**src/rtl/lcd_write_sequencer.sv**
```systemverilog
//============================================================================
// Module      : lcd_write_sequencer
// Description : Turns each CPU store to the LCD PIO register into a timed
//               HD44780-style write cycle (setup, EN pulse, hold, exec wait).
//               A one-deep pending buffer absorbs a back-to-back store; a
//               sticky overrun flag records any store that had to be dropped.
//
// Ports       : i_clk        system clock
//               i_reset      asynchronous reset, active-high
//               i_lcd_req    one-cycle strobe, CPU store to LCD register
//               i_lcd_wdata  store data: [31]=ON, [8]=RS, [7:0]=DATA
//               i_clr_ovr    clear sticky overrun flag
//               o_lcd_data   LCD data bus
//               o_lcd_rs     register select (0=command, 1=data)
//               o_lcd_rw     read/write, tied to write (0)
//               o_lcd_en     enable strobe
//               o_lcd_on     LCD power/backlight
//               o_busy       write in flight or pending
//               o_overrun    sticky, a request was dropped
//
// Revision    : 1.0 - initial release
//============================================================================
`timescale 1ns/1ps
`default_nettype none

module lcd_write_sequencer #(
    parameter int SETUP_CYC     = 3,
    parameter int PULSE_CYC     = 25,
    parameter int HOLD_CYC      = 3,
    parameter int EXEC_CYC      = 2500,
    parameter int LONG_EXEC_CYC = 82000,
    parameter int CNT_W         = 17
) (
    input  logic        i_clk,
    input  logic        i_reset,
    input  logic        i_lcd_req,
    input  logic [31:0] i_lcd_wdata,
    input  logic        i_clr_ovr,
    output logic [7:0]  o_lcd_data,
    output logic        o_lcd_rs,
    output logic        o_lcd_rw,
    output logic        o_lcd_en,
    output logic        o_lcd_on,
    output logic        o_busy,
    output logic        o_overrun
);

    //------------------------------------------------------------------------
    // State encoding
    //------------------------------------------------------------------------
    localparam logic [2:0] c_ST_IDLE  = 3'd0;
    localparam logic [2:0] c_ST_SETUP = 3'd1;
    localparam logic [2:0] c_ST_PULSE = 3'd2;
    localparam logic [2:0] c_ST_HOLD  = 3'd3;
    localparam logic [2:0] c_ST_EXEC  = 3'd4;

    // Counter load values: a state of N cycles loads N-1 on entry and
    // leaves on the cycle the counter reads zero.
    localparam logic [CNT_W-1:0] c_SETUP_LD = CNT_W'(SETUP_CYC - 1);
    localparam logic [CNT_W-1:0] c_PULSE_LD = CNT_W'(PULSE_CYC - 1);
    localparam logic [CNT_W-1:0] c_HOLD_LD  = CNT_W'(HOLD_CYC - 1);
    localparam logic [CNT_W-1:0] c_EXEC_LD  = CNT_W'(EXEC_CYC - 1);
    localparam logic [CNT_W-1:0] c_LONG_LD  = CNT_W'(LONG_EXEC_CYC - 1);

    //------------------------------------------------------------------------
    // Registers
    //------------------------------------------------------------------------
    logic [2:0]       r_state;
    logic [CNT_W-1:0] r_cnt;
    logic             r_pend_valid;
    logic [9:0]       r_pend_entry;    // {ON, RS, DATA}
    logic [7:0]       r_lcd_data;
    logic             r_lcd_rs;
    logic             r_lcd_on;
    logic             r_lcd_en;
    logic             r_long;          // current write needs the long exec wait
    logic             r_overrun;

    //------------------------------------------------------------------------
    // Combinational next-state signals
    //------------------------------------------------------------------------
    logic [2:0]       w_state_nxt;
    logic [CNT_W-1:0] w_cnt_nxt;
    logic             w_cnt_zero;
    logic [9:0]       w_req_entry;
    logic             w_launch;
    logic             w_launch_from_pend;
    logic [9:0]       w_launch_entry;
    logic             w_launch_long;
    logic             w_pend_pop;
    logic             w_req_direct;
    logic             w_pend_store;
    logic             w_drop;
    logic             w_pend_valid_nxt;

    // Only ON, RS and DATA are meaningful; the remaining store bits are
    // deliberately discarded.
    logic w_unused_wdata;
    assign w_unused_wdata = ^i_lcd_wdata[30:9];

    assign w_req_entry = {i_lcd_wdata[31], i_lcd_wdata[8], i_lcd_wdata[7:0]};
    assign w_cnt_zero  = (r_cnt == '0);

    //------------------------------------------------------------------------
    // Next-state / counter logic
    //------------------------------------------------------------------------
    always_comb begin
        w_state_nxt        = r_state;
        w_cnt_nxt          = r_cnt;
        w_launch           = 1'b0;
        w_launch_from_pend = 1'b0;
        w_pend_pop         = 1'b0;

        case (r_state)
            c_ST_IDLE: begin
                // A pending entry can only be present here if it was stored
                // in the final EXEC cycle while the slot was empty; it has
                // priority over a fresh request, which then takes the slot.
                if (r_pend_valid) begin
                    w_launch           = 1'b1;
                    w_launch_from_pend = 1'b1;
                    w_pend_pop         = 1'b1;
                end else if (i_lcd_req) begin
                    w_launch = 1'b1;
                end
            end

            c_ST_SETUP: begin
                if (w_cnt_zero) begin
                    w_state_nxt = c_ST_PULSE;
                    w_cnt_nxt   = c_PULSE_LD;
                end else begin
                    w_cnt_nxt = r_cnt - 1'b1;
                end
            end

            c_ST_PULSE: begin
                if (w_cnt_zero) begin
                    w_state_nxt = c_ST_HOLD;
                    w_cnt_nxt   = c_HOLD_LD;
                end else begin
                    w_cnt_nxt = r_cnt - 1'b1;
                end
            end

            c_ST_HOLD: begin
                if (w_cnt_zero) begin
                    w_state_nxt = c_ST_EXEC;
                    w_cnt_nxt   = r_long ? c_LONG_LD : c_EXEC_LD;
                end else begin
                    w_cnt_nxt = r_cnt - 1'b1;
                end
            end

            c_ST_EXEC: begin
                if (w_cnt_zero) begin
                    // Chain straight into the next write when one is
                    // waiting, so there is no idle cycle between them.
                    if (r_pend_valid) begin
                        w_launch           = 1'b1;
                        w_launch_from_pend = 1'b1;
                        w_pend_pop         = 1'b1;
                    end else begin
                        w_state_nxt = c_ST_IDLE;
                    end
                end else begin
                    w_cnt_nxt = r_cnt - 1'b1;
                end
            end

            default: begin
                w_state_nxt = c_ST_IDLE;
                w_cnt_nxt   = '0;
            end
        endcase

        if (w_launch) begin
            w_state_nxt = c_ST_SETUP;
            w_cnt_nxt   = c_SETUP_LD;
        end
    end

    assign w_launch_entry = w_launch_from_pend ? r_pend_entry : w_req_entry;

    // Clear display (0x01) and return home (0x02/0x03) need the long wait.
    assign w_launch_long = ~w_launch_entry[8]
                         & (w_launch_entry[7:2] == 6'd0)
                         & (w_launch_entry[1:0] != 2'd0);

    //------------------------------------------------------------------------
    // Pending buffer and overrun
    //------------------------------------------------------------------------
    // A request goes straight to the pins only from a truly idle sequencer;
    // otherwise it needs the slot, which is also free when the pending entry
    // is being consumed in this same cycle.
    assign w_req_direct = i_lcd_req & (r_state == c_ST_IDLE) & ~r_pend_valid;
    assign w_pend_store = i_lcd_req & ~w_req_direct & (~r_pend_valid | w_pend_pop);
    assign w_drop       = i_lcd_req & ~w_req_direct & r_pend_valid & ~w_pend_pop;

    assign w_pend_valid_nxt = w_pend_store | (r_pend_valid & ~w_pend_pop);

    //------------------------------------------------------------------------
    // Sequential state
    //------------------------------------------------------------------------
    always_ff @(posedge i_clk or posedge i_reset) begin
        if (i_reset) begin
            r_state      <= c_ST_IDLE;
            r_cnt        <= '0;
            r_pend_valid <= 1'b0;
            r_pend_entry <= '0;
            r_lcd_data   <= '0;
            r_lcd_rs     <= 1'b0;
            r_lcd_on     <= 1'b0;
            r_lcd_en     <= 1'b0;
            r_long       <= 1'b0;
            r_overrun    <= 1'b0;
        end else begin
            r_state      <= w_state_nxt;
            r_cnt        <= w_cnt_nxt;
            r_pend_valid <= w_pend_valid_nxt;
            if (w_pend_store) begin
                r_pend_entry <= w_req_entry;
            end
            // Pin values are captured on launch and held until the next one.
            if (w_launch) begin
                r_lcd_on   <= w_launch_entry[9];
                r_lcd_rs   <= w_launch_entry[8];
                r_lcd_data <= w_launch_entry[7:0];
                r_long     <= w_launch_long;
            end
            // EN is registered from the next state so it is glitch-free and
            // high exactly while the FSM sits in PULSE.
            r_lcd_en  <= (w_state_nxt == c_ST_PULSE);
            // A drop in the same cycle as a clear leaves the flag set.
            r_overrun <= w_drop | (r_overrun & ~i_clr_ovr);
        end
    end

    //------------------------------------------------------------------------
    // Outputs
    //------------------------------------------------------------------------
    assign o_lcd_data = r_lcd_data;
    assign o_lcd_rs   = r_lcd_rs;
    assign o_lcd_rw   = 1'b0;
    assign o_lcd_en   = r_lcd_en;
    assign o_lcd_on   = r_lcd_on;
    assign o_busy     = (r_state != c_ST_IDLE) | r_pend_valid;
    assign o_overrun  = r_overrun;

endmodule

`default_nettype wire
```
**config.mk**
```make
export PLATFORM = sky130hd
export DESIGN_NAME = lcd_write_sequencer
export DESIGN_NICKNAME = d
export VERILOG_FILES = /design/src/rtl/lcd_write_sequencer.sv
export SDC_FILE = /design/constraint.sdc
export NUM_CORES = 1
export LEC_CHECK = 0
export ABC_CLOCK_PERIOD_IN_PS = 2610
export CORE_AREA = 2 2 75 77
export DETAILED_ROUTE_END_ITERATION = 10
export DIE_AREA = 0 0 77 79
export GPL_ROUTABILITY_DRIVEN = 0
export PLACE_DENSITY = 0.77
export SYNTH_ARGS = -nofsm -noshare
export SYNTH_HDL_FRONTEND = slang
export SYNTH_SLANG_ARGS = --single-unit
```
**constraint.sdc**
```tcl
create_clock -name i_clk -period 2.61 [get_ports i_clk]
set_input_delay 0.6525 -clock i_clk [delete_from_list [all_inputs] [get_ports i_clk]]
set_output_delay 0.6525 -clock i_clk [all_outputs]
set_load 0.02 [all_outputs]
```
-- After elaboration in Yosys (flattened, before gate mapping)
Index checks and enable logic that the tools add are counted.
- bits in writable memories: 0
- bits in read-only memories: 0
- bits in registers: 44
- output and inout port bits: 14
- input bits: 36
- latch bits: 0
- word-level logic and storage cells: 64
- memories: 0
- equal/unequal tests: 7
- $mul: 0
- order comparisons: 0
- $add $sub $neg: 1
- shift-type cells: 0
- divide/modulo/power cells: 0
- muxes and demuxes: 21
- reduce and logical (&&, ||, !) cells: 6
- bitwise operators: 19
- operators with widths (cell ; count):
    17-bit 2-to-1 mux ; 6
    17-bit case mux with 5 select lines ; 1
    3-bit 2-to-1 mux ; 6
    17-bit logical NOT ; 1
    17-bit by 1-bit subtractor with 17-bit output (second input constant) ; 1
    3-bit case mux with 5 select lines ; 1
    1-bit AND ; 10
    10-bit 2-to-1 mux ; 1
    3-bit by 2-bit equality test with 1-bit output (second input constant) ; 3
    6-bit logical NOT ; 1
    1-bit inverter ; 5
    1-bit 2-to-1 mux ; 4
    1-bit bitwise OR ; 4
    1-bit case mux with 2 select lines ; 2
    3-bit by 1-bit equality test with 1-bit output (second input constant) ; 1
    3-bit equality test (second input constant) ; 1
    3-bit logical NOT ; 1
    3-bit inequality test (second input constant) ; 1
    3-bit nonzero test ; 1
    2-bit inequality test (second input constant) ; 1
    2-bit AND reduction ; 1
    2-bit nonzero test ; 1

-- Logic depth before layout (Yosys ltp)
Gate-level depths: netlist of run 1.
- depth in word-level cells: 8
- depth in mapped cells: 9
- mapped depth without buffers: 7

-- Worst setup path before layout of run 1
OpenSTA, ideal clock, no wires.
- path type: register to register
- from: register r_cnt[10]
- to: register r_lcd_data[0], in the netlist o_lcd_data[0]
- setup slack: 0.369 ns
- cell stages (with the launch flop): 8
- library setup time: 0.125 ns
- arrival time: 2.116 ns
- buffers on the path: 2
- data required time: 2.485 ns
- period minus slack after synthesis: 2.241 ns
- path through: dfrtp_1 -> or3_4 -> or3_1 -> buf_6 -> o31ai_4 -> nand3_2 -> buf_6 -> mux2_4
- word-level cells in the longest chain between the ends: 4
- elaborated cells between the ends (all ways): 5
- those cells by class: 4 x mux; 1 x reduce/logical
- ends and longest elaborated chain (what ; line ; text):
    from (decl) ; 69 ; logic [CNT_W-1:0] r_cnt;
    from (signal assigned) ; 219 ; r_cnt <= w_cnt_nxt;
    17-bit logical NOT (*) ; 102 ; assign w_cnt_zero = (r_cnt == '0);
    1-bit 2-to-1 mux (*) ; 156 ; if (w_cnt_zero) begin
    1-bit case mux with 2 select lines ; 114 ; case (r_state)
    10-bit 2-to-1 mux ; 183 ; assign w_launch_entry = w_launch_from_pend ? r_pend_entry : w_req_entry;
    to (signal assigned) ; 228 ; r_lcd_data <= w_launch_entry[7:0];
    to (decl) ; 72 ; logic [7:0] r_lcd_data;
Every way passes the cells marked *; elsewhere a longest branch is shown, timed or not.
A chain may end at the register's enable or synchronous reset.

-- Final worst setup path of run 1
- from: register r_state[2]
- to: output port o_busy
- word-level cells in the longest chain between the ends: 2
- ends and longest elaborated chain (what ; line ; text):
    from (decl) ; 68 ; logic [2:0] r_state;
    from (signal assigned) ; 207 ; r_state <= c_ST_IDLE;
    from (signal assigned) ; 218 ; r_state <= w_state_nxt;
    3-bit nonzero test ; 247 ; assign o_busy = (r_state != c_ST_IDLE) | r_pend_valid;
    1-bit bitwise OR ; 247 ;
    to (decl) ; 44 ; output logic o_busy,
No other way between the ends.

==> reports/metrics.yaml, run 1 <==
floorplan:
  die_w_um: 77
  die_h_um: 79
  core_mm2: 0.00534
  rows: 27
  start_util_pct: 49.5
  die_area_mm2: 0.00608
  io-pin-count: 50
timing:
  tns_ns: 0
  slew_headroom_pct: 63.6
  slew_violations: 0
  hold_violations: 0
  rsz0062_at_grt: "false"
  fin_ws_ns: 0.164
  period_share_pct: 93.7
  max_freq_ghz: 0.409
  finalSetupViolations: 0
  skew_ns: 0.0109
  fin_crit_ns: 2.45
  worst_slew_pin_slew_ns: 0.544
run:
  drv.max_cap_violation_count: 0
placed_design:
  dp_hpwl_um: 4560
  io_buffers: 26
  dp_slack_ns: 0.201
power:
  netSwitchingFraction_pct: 22.0
  ir_drop_mv: 0.278
  power_per_cell_area_mw_per_mm2: 417
  p_comb_share_pct: 5.7
  p_clk_share_pct: 39.6
  p_int_w: 0.00103
  power_leakage_nw: 1.35
  switchingPower_w: 0.000290
  power_frac_seq_pct: 54.7
synthesis:
  ys.flop_type: "dfrtp_1"
  synth_enable_flop_cells: 0
  syn_avg_cell_area_um2: 10.4
  synth_area_mm2: 0.00264
  synth_cells: 254
  ys_seq_area_share_pct: 41.7
  ys_types: 59
  synth_nets: 292
  synth_area_leader_cell: "dfrtp_1"
  ys_ff_latch: 44
  synth_warnings: 0
  synthArstFlopShare_pct: 100
  synth_area_leaders: "dfrtp_1 (42%), mux2_2 (9.0%), mux2_4 (5.1%)"
  synth_top_area_share_pct: 41.7
clocking:
  clock-sinks: 44
  htreeDepth: 2
  ctsHoldBuffers: 0
  tritoncts: "done"
  ctsLongestPathBuffers: 2
  numCtsBuffers: 5
  insertion_delay_ns: 0.30
  ctsRootBufferMaster: "clkbuf_8"
  clk_pin_slew_ns: 0.07
drt:
  vias: 2223
  wl_per_cell_um: 17.0
  met1_length_um: 2780
  first_pass_iters: 5
  ant_nets: 0
  drc: 0
  wl_um: 6200
  maxUsedRoutingLayer: "met4"
  drt_iter0_drc: 238
  avgViaCountPerCell: 6.11
  met3_length_um: 351
  dr_wl_met2_um: 2990
grt:
  grt_pass1_vias: 2261
  grt_pass1_wl_um: 10500
  grt_overflow: 0
  track_usage_pct: 21.8
  grt_max_degree: 21
  antenna_found_initial: 0
worst_hold_path:
  hold_class: "register to register"
worst_setup_path:
  crit_fanout: 5
  required_ns: 1.96
  worst_setup_path_start_kind: "register"
  worst-setup-path-type: "register to primary output"
  cp.arrival_ns: 1.79
  critical_path.endpoint_type: "primary output"
cells_and_area:
  final_layout_size_suffix_gt1_share_pct: 25.0
  final_common_cell: "dfrtp_1"
  diodes: 0
  layout_common_cells: "dfrtp_1 (44), clkdlybuf4s50_1 (25), mux2_2 (21)"
  nets: 329
  syn_to_final_growth_pct: 19.8
  final_util_pct: 59.3
outcome:
  outcome: "finished, final reports clean"
[critical path, stage by stage, from the launching register on]
cell,delay (ns)
dfrtp_1,0.38
or3_1,0.46
or2_2,0.33
dlygate4sd2_1,0.33
[state kept, by name (all words and copies together) (netlist names)]
name	count
r_long	1
o_lcd_data	8
r_pend_entry	10
r_cnt	17
o_overrun	1
o_lcd_en	1
r_pend_valid	1
r_state	3
o_lcd_rs	1
o_lcd_on	1
[power groups by stage]
stage                     registers (W)  logic [W]  clock network, W
after global placement         0.000733  0.0000735                 0
after global routing           0.000726  0.0000843          0.000561
after detailed placement       0.000735  0.0000758                 0
final                          0.000722  0.0000749          0.000522
after floorplan                0.000731  0.0000374                 0
after CTS                      0.000722  0.0000762          0.000531
[repair_timing]
action,CTS,global route
setup endpoints to repair,1,0
buffers inserted,0,0
gates resized for setup,1,0
endpoints found under the hold margin,0,0
[synth_stat cells (all sizes together) (2+ instances only)]
cell type,count
or2,3
or3b,2
o211ai,5
ha,2
nand2b,3
nor4,7
a21oi,8
buf,9
dfrtp,44
a211oi,3
mux2,30
or4,6
clkbuf,6
mux2i,3
nor2,12
nor3,9
and2,2
a311oi,2
nand3,12
nand4b,3
a31oi,3
nand2,15
inv,10
and3,2
or3,8
a211o,4
o41ai,3
nand4,2
o21ai,13
o31ai,5
a21o,3
[layer usage]
layer | vias up | GRT usage, %
li1 | 1031 | -
met4 | 0 | 7.86
met2 | 94 | 34.9
met3 | 7 | 5.00
met1 | 1091 | 29.2
met5 | - | 0
[cell type report]
type / instances / area (µm²)
Inverter: 10 / 37.5
Multi-Input combinational cell: 185 / 1420
Tap cell: 72 / 90.1
Clock buffer: 5 / 68.8
Timing Repair Buffer: 45 / 402
Sequential cell: 44 / 1100
Fill cell: 474 / 2170
Clock inverter: 3 / 42.5
[cells by family after synthesis]
logic type	after synthesis	synth area share, %
and+or+nand+nor	89	20.2
AOI/OAI and AO/OA	58	16.6
DFF	44	41.7
muxes	33	15.2
buffers and inverters	25	4.46
adders and majority gates	2	0.948
xor gates and xnor gates	2	0.664
other	1	0.142
[metrics by stage]
stage          power, W  instances  hold slack [ns]  instance area, µm²
6_report        0.00132        364            0.508                3160
5_1_grt         0.00137        364            0.526                3160
4_1_cts         0.00133        364            0.511                3160
3_5_place_dp   0.000811        356            0.501                3050
3_3_place_gp   0.000807        356            0.477                3050
2_1_floorplan  0.000768        254            0.455                2640
[worst paths after layout]
kind                       slack [ns]  depth (start not counted)  startpoint             to
hold reg to reg                  0.51                          1   r_cnt[13]      r_cnt[13]
setup reg to reg                 0.22                          6    r_cnt[9]  o_lcd_data[4]
hold / removal                   0.51                          1   r_cnt[13]      r_cnt[13]
max in group asynchronous        1.39                          3     i_reset       r_cnt[0]
setup / recovery                 0.16                          3  r_state[2]         o_busy
min in group asynchronous        0.65                          2     i_reset     r_state[1]
No activity file was read; power rests on OpenSTA's default activity.
==> inputs of run 2 (changes only) <==
--- a/config.mk
+++ b/config.mk
@@ -5,10 +5,10 @@
 export SDC_FILE = /design/constraint.sdc
 export NUM_CORES = 1
 export LEC_CHECK = 0
-export ABC_CLOCK_PERIOD_IN_PS = 2610
-export CORE_AREA = 2 2 75 77
+export CORE_AREA = 2 2 68 70
 export DETAILED_ROUTE_END_ITERATION = 10
-export DIE_AREA = 0 0 77 79
+export DIE_AREA = 0 0 70 72
+export DONT_BUFFER_PORTS = 1
 export GPL_ROUTABILITY_DRIVEN = 0
 export PLACE_DENSITY = 0.77
 export SYNTH_ARGS = -nofsm -noshare
==> reports/metrics.yaml, run 2 (same netlist as run 1, synthesis figures left out) <==
grt:
  grt_pass1_wl_um: 9650
  antenna_found_initial: 0
  grt_overflow: 0
  grt_pass1_vias: 1967
  use_met1_pct: 34.5
  gr-usage-met2_pct: 38.1
  track_usage_pct: 24.0
  use_met3_pct: 2.92
  grt-busiest-layer: "met2"
  grt_max_degree: 45
power:
  ir_drop_mv: 0.355
  power_leakage_nw: 1.23
  power_per_cell_area_mw_per_mm2: 458
worst_setup_path:
  crit_fanout: 6
  crit_path_top_delay_cell: "nor4_1"
  worst-setup-path-type: "register to register"
  required_ns: 2.83
  path_cells: "or3_4 -> or3_1 -> nor4_1 -> nand3_1 -> o211ai_1"
  critical_path.endpoint_type: "register"
  critical-path-top-delay-family: "simple AND/OR/NAND/NOR gates"
  cp.arrival_ns: 2.68
  cp_num_buf_inv: 0
  slowest_delay_ns: 0.57
  worst_setup_path_start_kind: "register"
cells_and_area:
  largest_reg_flops: 17
  final_common_cell: "dfrtp_1"
  multi_input_area_mm2: 0.00142
  layout_common_cells: "dfrtp_1 (44), mux2_2 (21), nand2_1 (15)"
  final_layout_size_suffix_gt1_share_pct: 26.1
  diodes: 0
  final_area_mm2: 0.00285
  regArea_mm2: 0.00110
  fillCellCount: 340
  syn_to_final_growth_pct: 7.77
  top_register: "r_cnt"
  nets: 298
clocking:
  cts_setup_buffers: 0
  postCtsResizedCells: 0
  insertion_delay_ns: 0.30
  numCtsBuffers: 5
  htreeDepth: 2
  clock-sinks: 44
  clk_pin_slew_ns: 0.09
  tritoncts: "done"
  ctsLongestPathBuffers: 2
  ctsHoldBuffers: 0
  ctsRootBufferMaster: "clkbuf_8"
worst_hold_path:
  hold_class: "input port to async pin"
timing:
  worst_slew_pin_slew_ns: 0.908
  rsz0062_at_grt: "false"
  slew_violations: 0
  hold-worst-slack_ns: 0.419
  hold_violations: 0
  max_freq_ghz: 0.406
  fin_crit_ns: 2.46
  finalSetupViolations: 0
  tns_ns: 0
  slew_headroom_pct: 39.4
  period_share_pct: 94.4
  skew_ns: 0.0110
run:
  drv.max_cap_violation_count: 0
floorplan:
  core_mm2: 0.00426
  io-pin-count: 50
  die_h_um: 72
  die_area_mm2: 0.00504
  start_util_pct: 61.9
  die_w_um: 70
  rows: 24
drt:
  wl_um: 5790
  drc: 0
  avgViaCountPerCell: 6.59
  ant_nets: 0
  wl_per_cell_um: 18.5
  drt_iter0_drc: 188
  first_pass_iters: 5
  vias: 2064
outcome:
  outcome: "finished, final reports clean"
placed_design:
  dpl_cell_area_mm2: 0.00273
  dp_hpwl_um: 4090
  io_buffers: 0
==> run 2: worst paths after layout <==
kind | startpoint | slack, ns | cells past startpoint | to
setup / recovery | r_cnt[10] | 0.15 | 5 | r_cnt[16]
hold / removal | i_reset | 0.42 | 1 | r_pend_entry[0]
setup reg to reg | r_cnt[10] | 0.15 | 5 | r_cnt[16]
hold reg to reg | r_cnt[13] | 0.49 | 1 | r_cnt[13]
max in group asynchronous | i_reset | 1.62 | 1 | r_cnt[6]
min in group i_clk | i_lcd_wdata[3] | 0.49 | 1 | r_pend_entry[3]
==> run 2: per-stage QoR <==
step | power (W) | util, % | setup slack [ns] | std cells
global placement | 0.000776 | 64.0 | 0.223 | 305
floorplan | 0.000768 | - | 0.369 | 254
finish | 0.00130 | 66.7 | 0.147 | 313
CTS | 0.00131 | 66.7 | 0.180 | 313
detailed placement | 0.000779 | 64.0 | 0.187 | 305
global route | 0.00133 | 66.7 | 0.0127 | 313
==> run 2: area by class of cell <==
cell class / instances / share of cell area [%]
Clock inverter: 3 / 1.63
Clock buffer: 5 / 2.42
Multi-Input combinational cell: 185 / 50.0
Tap cell: 52 / 2.29
Sequential cell: 44 / 38.7
Inverter: 10 / 1.32
Timing Repair Buffer: 14 / 3.69
==> run 2: where the power goes <==
| part | switching, W | internal [W] | total (W) |
|---|---|---|---|
| Sequential | 0.0000180 | 0.000704 | 0.000722 |
| Clock | 0.000251 | 0.000289 | 0.000540 |
| Combinational | 0.0000226 | 0.0000193 | 0.0000420 |
==> run 2: routing by layer <==
layer  vias up  share of wire, %
met5         -                 0
met4         0               1.3
met3         8               5.8
met2        77                48
met1      1007                44
li1        972                 -
==> patch 1, RTL diff (flow settings as in run 1) <==
Make the reset (`i_reset`) synchronous in one clocked block. Comments in the files are not updated.
--- a/src/rtl/lcd_write_sequencer.sv
+++ b/src/rtl/lcd_write_sequencer.sv
@@ -203,5 +203,5 @@
     // Sequential state
     //------------------------------------------------------------------------
-    always_ff @(posedge i_clk or posedge i_reset) begin
+    always_ff @(posedge i_clk) begin
         if (i_reset) begin
             r_state      <= c_ST_IDLE;
Behaviour: differs if i_reset is asserted again (counterexample within 4 cycles, from zero or initial values and one cycle with i_reset high); with i_reset held inactive, the same outputs for 10 cycles.
==> patch 1 against run 1 <==
  * Sequential cell count unchanged
  * Sequential share of layout area shrank 6.2 points
  * Synthesized cell count grew 23%
  * Largest cell class unchanged
  * Wire length shrank 0.13%
  * Area after synthesis shrank 3.5%
  * Die area did not move
  * Non-clock buffer count increased by 5
  * Maximum frequency down 0.57%
  * Worst setup slack got worse by 0.014 ns
  * Final area shrank 2.6%
  * Count of clock-buffer cells in the layout up 1
Power is left out: it rests on default switching activity, and per cell area and clock period it moved more than threefold.
==> patch 1: results <==
placed_design:
  pre_cts_ws_ns: 0.337
  placed_cell_area_mm2: 0.00296
  dp_hpwl_mm: 4.44
grt:
  gr-usage-all-layers: 0.211
  grt_use_met3: 0.0386
  grt_pass1_vias: 2209
  use_met1: 0.255
  antenna_found_initial: 0
  grt_util_met2: 0.372
  grt_max_degree: 22
  grt_pass1_wl_mm: 10.4
clock_network:
  cts_max_level: 2
  clk_path_buf_depth: 2
  clk_pin_slew_ns: 0.09
  cts-resized-gates: 0
  post_cts_buffers: 0
synthesis:
  yosysSeqAreaShare: 0.346
  synth.area.top_cells: "dfxtp_1, mux2i_1, nand2_1"
  syn_nets: 350
  yosys.cell_types.count: 60
  synthArstFlopShare: 0
  yosys_most_used_dff: "dfxtp_1"
  synthTopCellsByCount: "dfxtp_1, nand2_1, nor2_1"
route:
  viasPerCell: 5.85
  drtIter0Drc: 150
  wire_per_inst_um: 14.9
  first_pass_iters: 4
timing:
  fin_skew_ns: 0.0105
  relSlewSlack: 0.596
critical_path:
  max_stage_delay_ns: 0.55
  cp_max_fo: 2
  crit_slowest_cell: "clkdlybuf4s50_1"
  cp_data_arrival_time_ns: 1.81
layout:
  largest_reg_flops: 17
  nets: 382
  drive_gt1_frac: 0.116
  regMostFlops: "r_cnt"
status:
  outcome: "complete, no violations"
patch 1: worst register-to-register path, delay by kind of cell (launching register included):
| family | cells | cell delay [ns] |
|---|---|---|
| simple gates | 2 | 0.82 |
| flops | 1 | 0.35 |
| compound gates | 2 | 0.34 |
| buf+inv | 2 | 0.30 |
| mux | 1 | 0.26 |
| fa+ha+maj | 1 | 0.16 |
patch 1: layout make-up:
| cell class | instances | area (µm²) |
|---|---|---|
| multi-input combinational | 239 | 1530 |
| sequential | 44 | 881 |
| clock inverter | 2 | 38.8 |
| clock buffer | 6 | 82.6 |
| timing repair buffer | 50 | 440 |
| inverter | 4 | 15.0 |
| fill | 510 | 2260 |
| tap | 72 | 90.1 |
patch 1: cells by family (layout without fill, tap and decap cells):
group	Yosys count	in the layout	synth area share
adders and majority gates	3	3	0.0142
muxes	22	22	0.0864
buffers and inverters	29	62	0.0525
other	1	1	0.00147
DFF	44	44	0.346
xor gates and xnor gates	11	11	0.0378
AOI/OAI and AO/OA	76	76	0.204
and+or+nand+nor	126	126	0.258
patch 1: path summary, 6_finish.rpt:
check / from / to / slack [ns] / cells after the start
min: r_pend_entry[9]$_SDFFE_PP0P_ / r_pend_entry[9]$_SDFFE_PP0P_ / 0.47 / 2
max: r_state[0]$_SDFF_PP0_ / o_busy / 0.15 / 3
max reg2reg: r_cnt[0]$_SDFFE_PP0P_ / r_pend_entry[0]$_SDFFE_PP0P_ / 0.32 / 8
min reg2reg: r_pend_entry[9]$_SDFFE_PP0P_ / r_pend_entry[9]$_SDFFE_PP0P_ / 0.47 / 2
patch 1: metrics by stage:
step	cells	util
floorplan	312	-
global placement	409	0.555
detailed placement	409	0.555
CTS	417	0.577
global route	417	0.577
finish	417	0.577
patch 1: metal layers:
metal  vias up  share of wire
met5         -              0
met4         0          0.018
met3        11          0.046
met2        67           0.49
met1      1150           0.45
li1       1211              -
==> patch 2, RTL diff (config.mk and constraints of run 1) <==
Made on the original files. Change the parameter `CNT_W` from 17 to 25.
--- a/src/rtl/lcd_write_sequencer.sv
+++ b/src/rtl/lcd_write_sequencer.sv
@@ -30,5 +30,5 @@
     parameter int EXEC_CYC      = 2500,
     parameter int LONG_EXEC_CYC = 82000,
-    parameter int CNT_W         = 17
+    parameter int CNT_W         = 25
 ) (
     input  logic        i_clk,
Behaviour: same outputs for any inputs over 10 cycles, from zero or initial values and one cycle with i_reset high; that may be too few to reach the edited logic, so the function may still have changed.
==> patch 2 against run 1 <==
  * Critical path depth down 1
  * Total power up 4.6%
  * Final area up 12%
  * Sequential cell count up 8
  * Area after synthesis up 13%
  * Hold slack worse by 0.020 ns
  * Non-clock buffer count up 4
  * First-iteration DRC count down 45%
  * Wire length up 1.3%
  * Via count up 6.0%
  * Worst setup slack worse by 0.045 ns
  * Critical endpoint unchanged
  * Largest cell class unchanged
==> patch 2: results <==
status:
  outcome: "complete, no violations"
placed_design:
  placedCellCount: 403
  dp_hpwl_mm: 4.60
  placed_cell_area_mm2: 0.00345
clock_network:
  clk_pin_slew_ns: 0.10
  cts-resized-gates: 0
min_path:
  hold_depth: 2
  min_to: "o_lcd_data[2]$_DFFE_PP0N_"
  min-delay-start: "o_lcd_data[2]$_DFFE_PP0N_"
synthesis:
  syn_nets: 333
  yosys.cell_types.count: 64
  synth.area.top_cells: "dfrtp_1, mux2_4, mux2i_1"
  synthTopCellsByCount: "dfrtp_1, nor2_1, nand2_1"
  yosysSeqAreaShare: 0.437
  synth_cells: 296
critical_path:
  max_stage_delay_ns: 0.58
  crit_slowest_cell: "clkdlybuf4s50_1"
  critPathLaunch: "r_pend_valid$_DFF_PP0_"
  crit_family: "buffers and inverters"
  cp_data_arrival_time_ns: 1.84
  cp_max_fo: 3
  r2r-end: "r_pend_entry[8]$_DFFE_PP0P_"
  r2r_cells: 9
  worstReg2RegStart: "r_cnt[0]$_DFFE_PP0P_"
route:
  met1_length_mm: 2.95
  dr_wl_met3_um: 205
  first_pass_iters: 4
  wl_met2_mm: 3.03
  drtIter0Drc: 131
  wire_per_inst_um: 15.3
  vias: 2357
timing:
  setup_ws_ns: 0.120
  timing.hold.ws_ns: 0.488
  worstMarginPinSlew_ns: 0.694
grt:
  use_met1: 0.327
  grt_util_met2: 0.367
  gr-usage-all-layers: 0.231
  grt_use_met3: 0.0420
  grt_pass1_vias: 2338
  grt_pass1_wl_mm: 11.2
  grt_max_degree: 53
layout:
  drive_gt1_frac: 0.186
  regArea_mm2: 0.00130
  nets: 375
  nFillCells: 452
  largest_reg_flops: 25
  finalNonFillerCells: 410
pwr:
  p_leak_nw: 1.43
  vdd_drop_max_mv: 0.300
## patch 2: cell count changes in the layout (fill, tap and decap cells not counted), sizes merged, moves of 4 or more
cell    delta
mux2      -20
nor2      +18
o21ai     +13
nand2     +12
mux2i      +9
dfrtp      +8
xnor2      +6
xor2       +6
inv        -5
nand3b     +5
nor4       +5
buf        +4
o211ai     -4
## patch 2: cells by family after synthesis
group	Yosys count	share of synthesized area
muxes	22	0.0908
adders and majority gates	1	0.00420
xor gates and xnor gates	14	0.0412
and+or+nand+nor	127	0.255
buffers and inverters	19	0.0328
AOI/OAI and AO/OA	60	0.138
DFF	52	0.437
other	1	0.00126
## patch 2: where the power goes
part	switching [mW]	internal [mW]
Clock	0.269	0.182
Combinational	0.0367	0.0527
Sequential	0.0153	0.824
Total	0.321	1.06
## patch 2: area by class of cell
cell class	instances	share of cell area
flip-flops and latches	52	0.368
repair buffers	49	0.129
well taps	72	0.0255
multi-input cells	225	0.449
inverters	5	0.00530
clock buffers	5	0.0194
clock inverters	2	0.00354
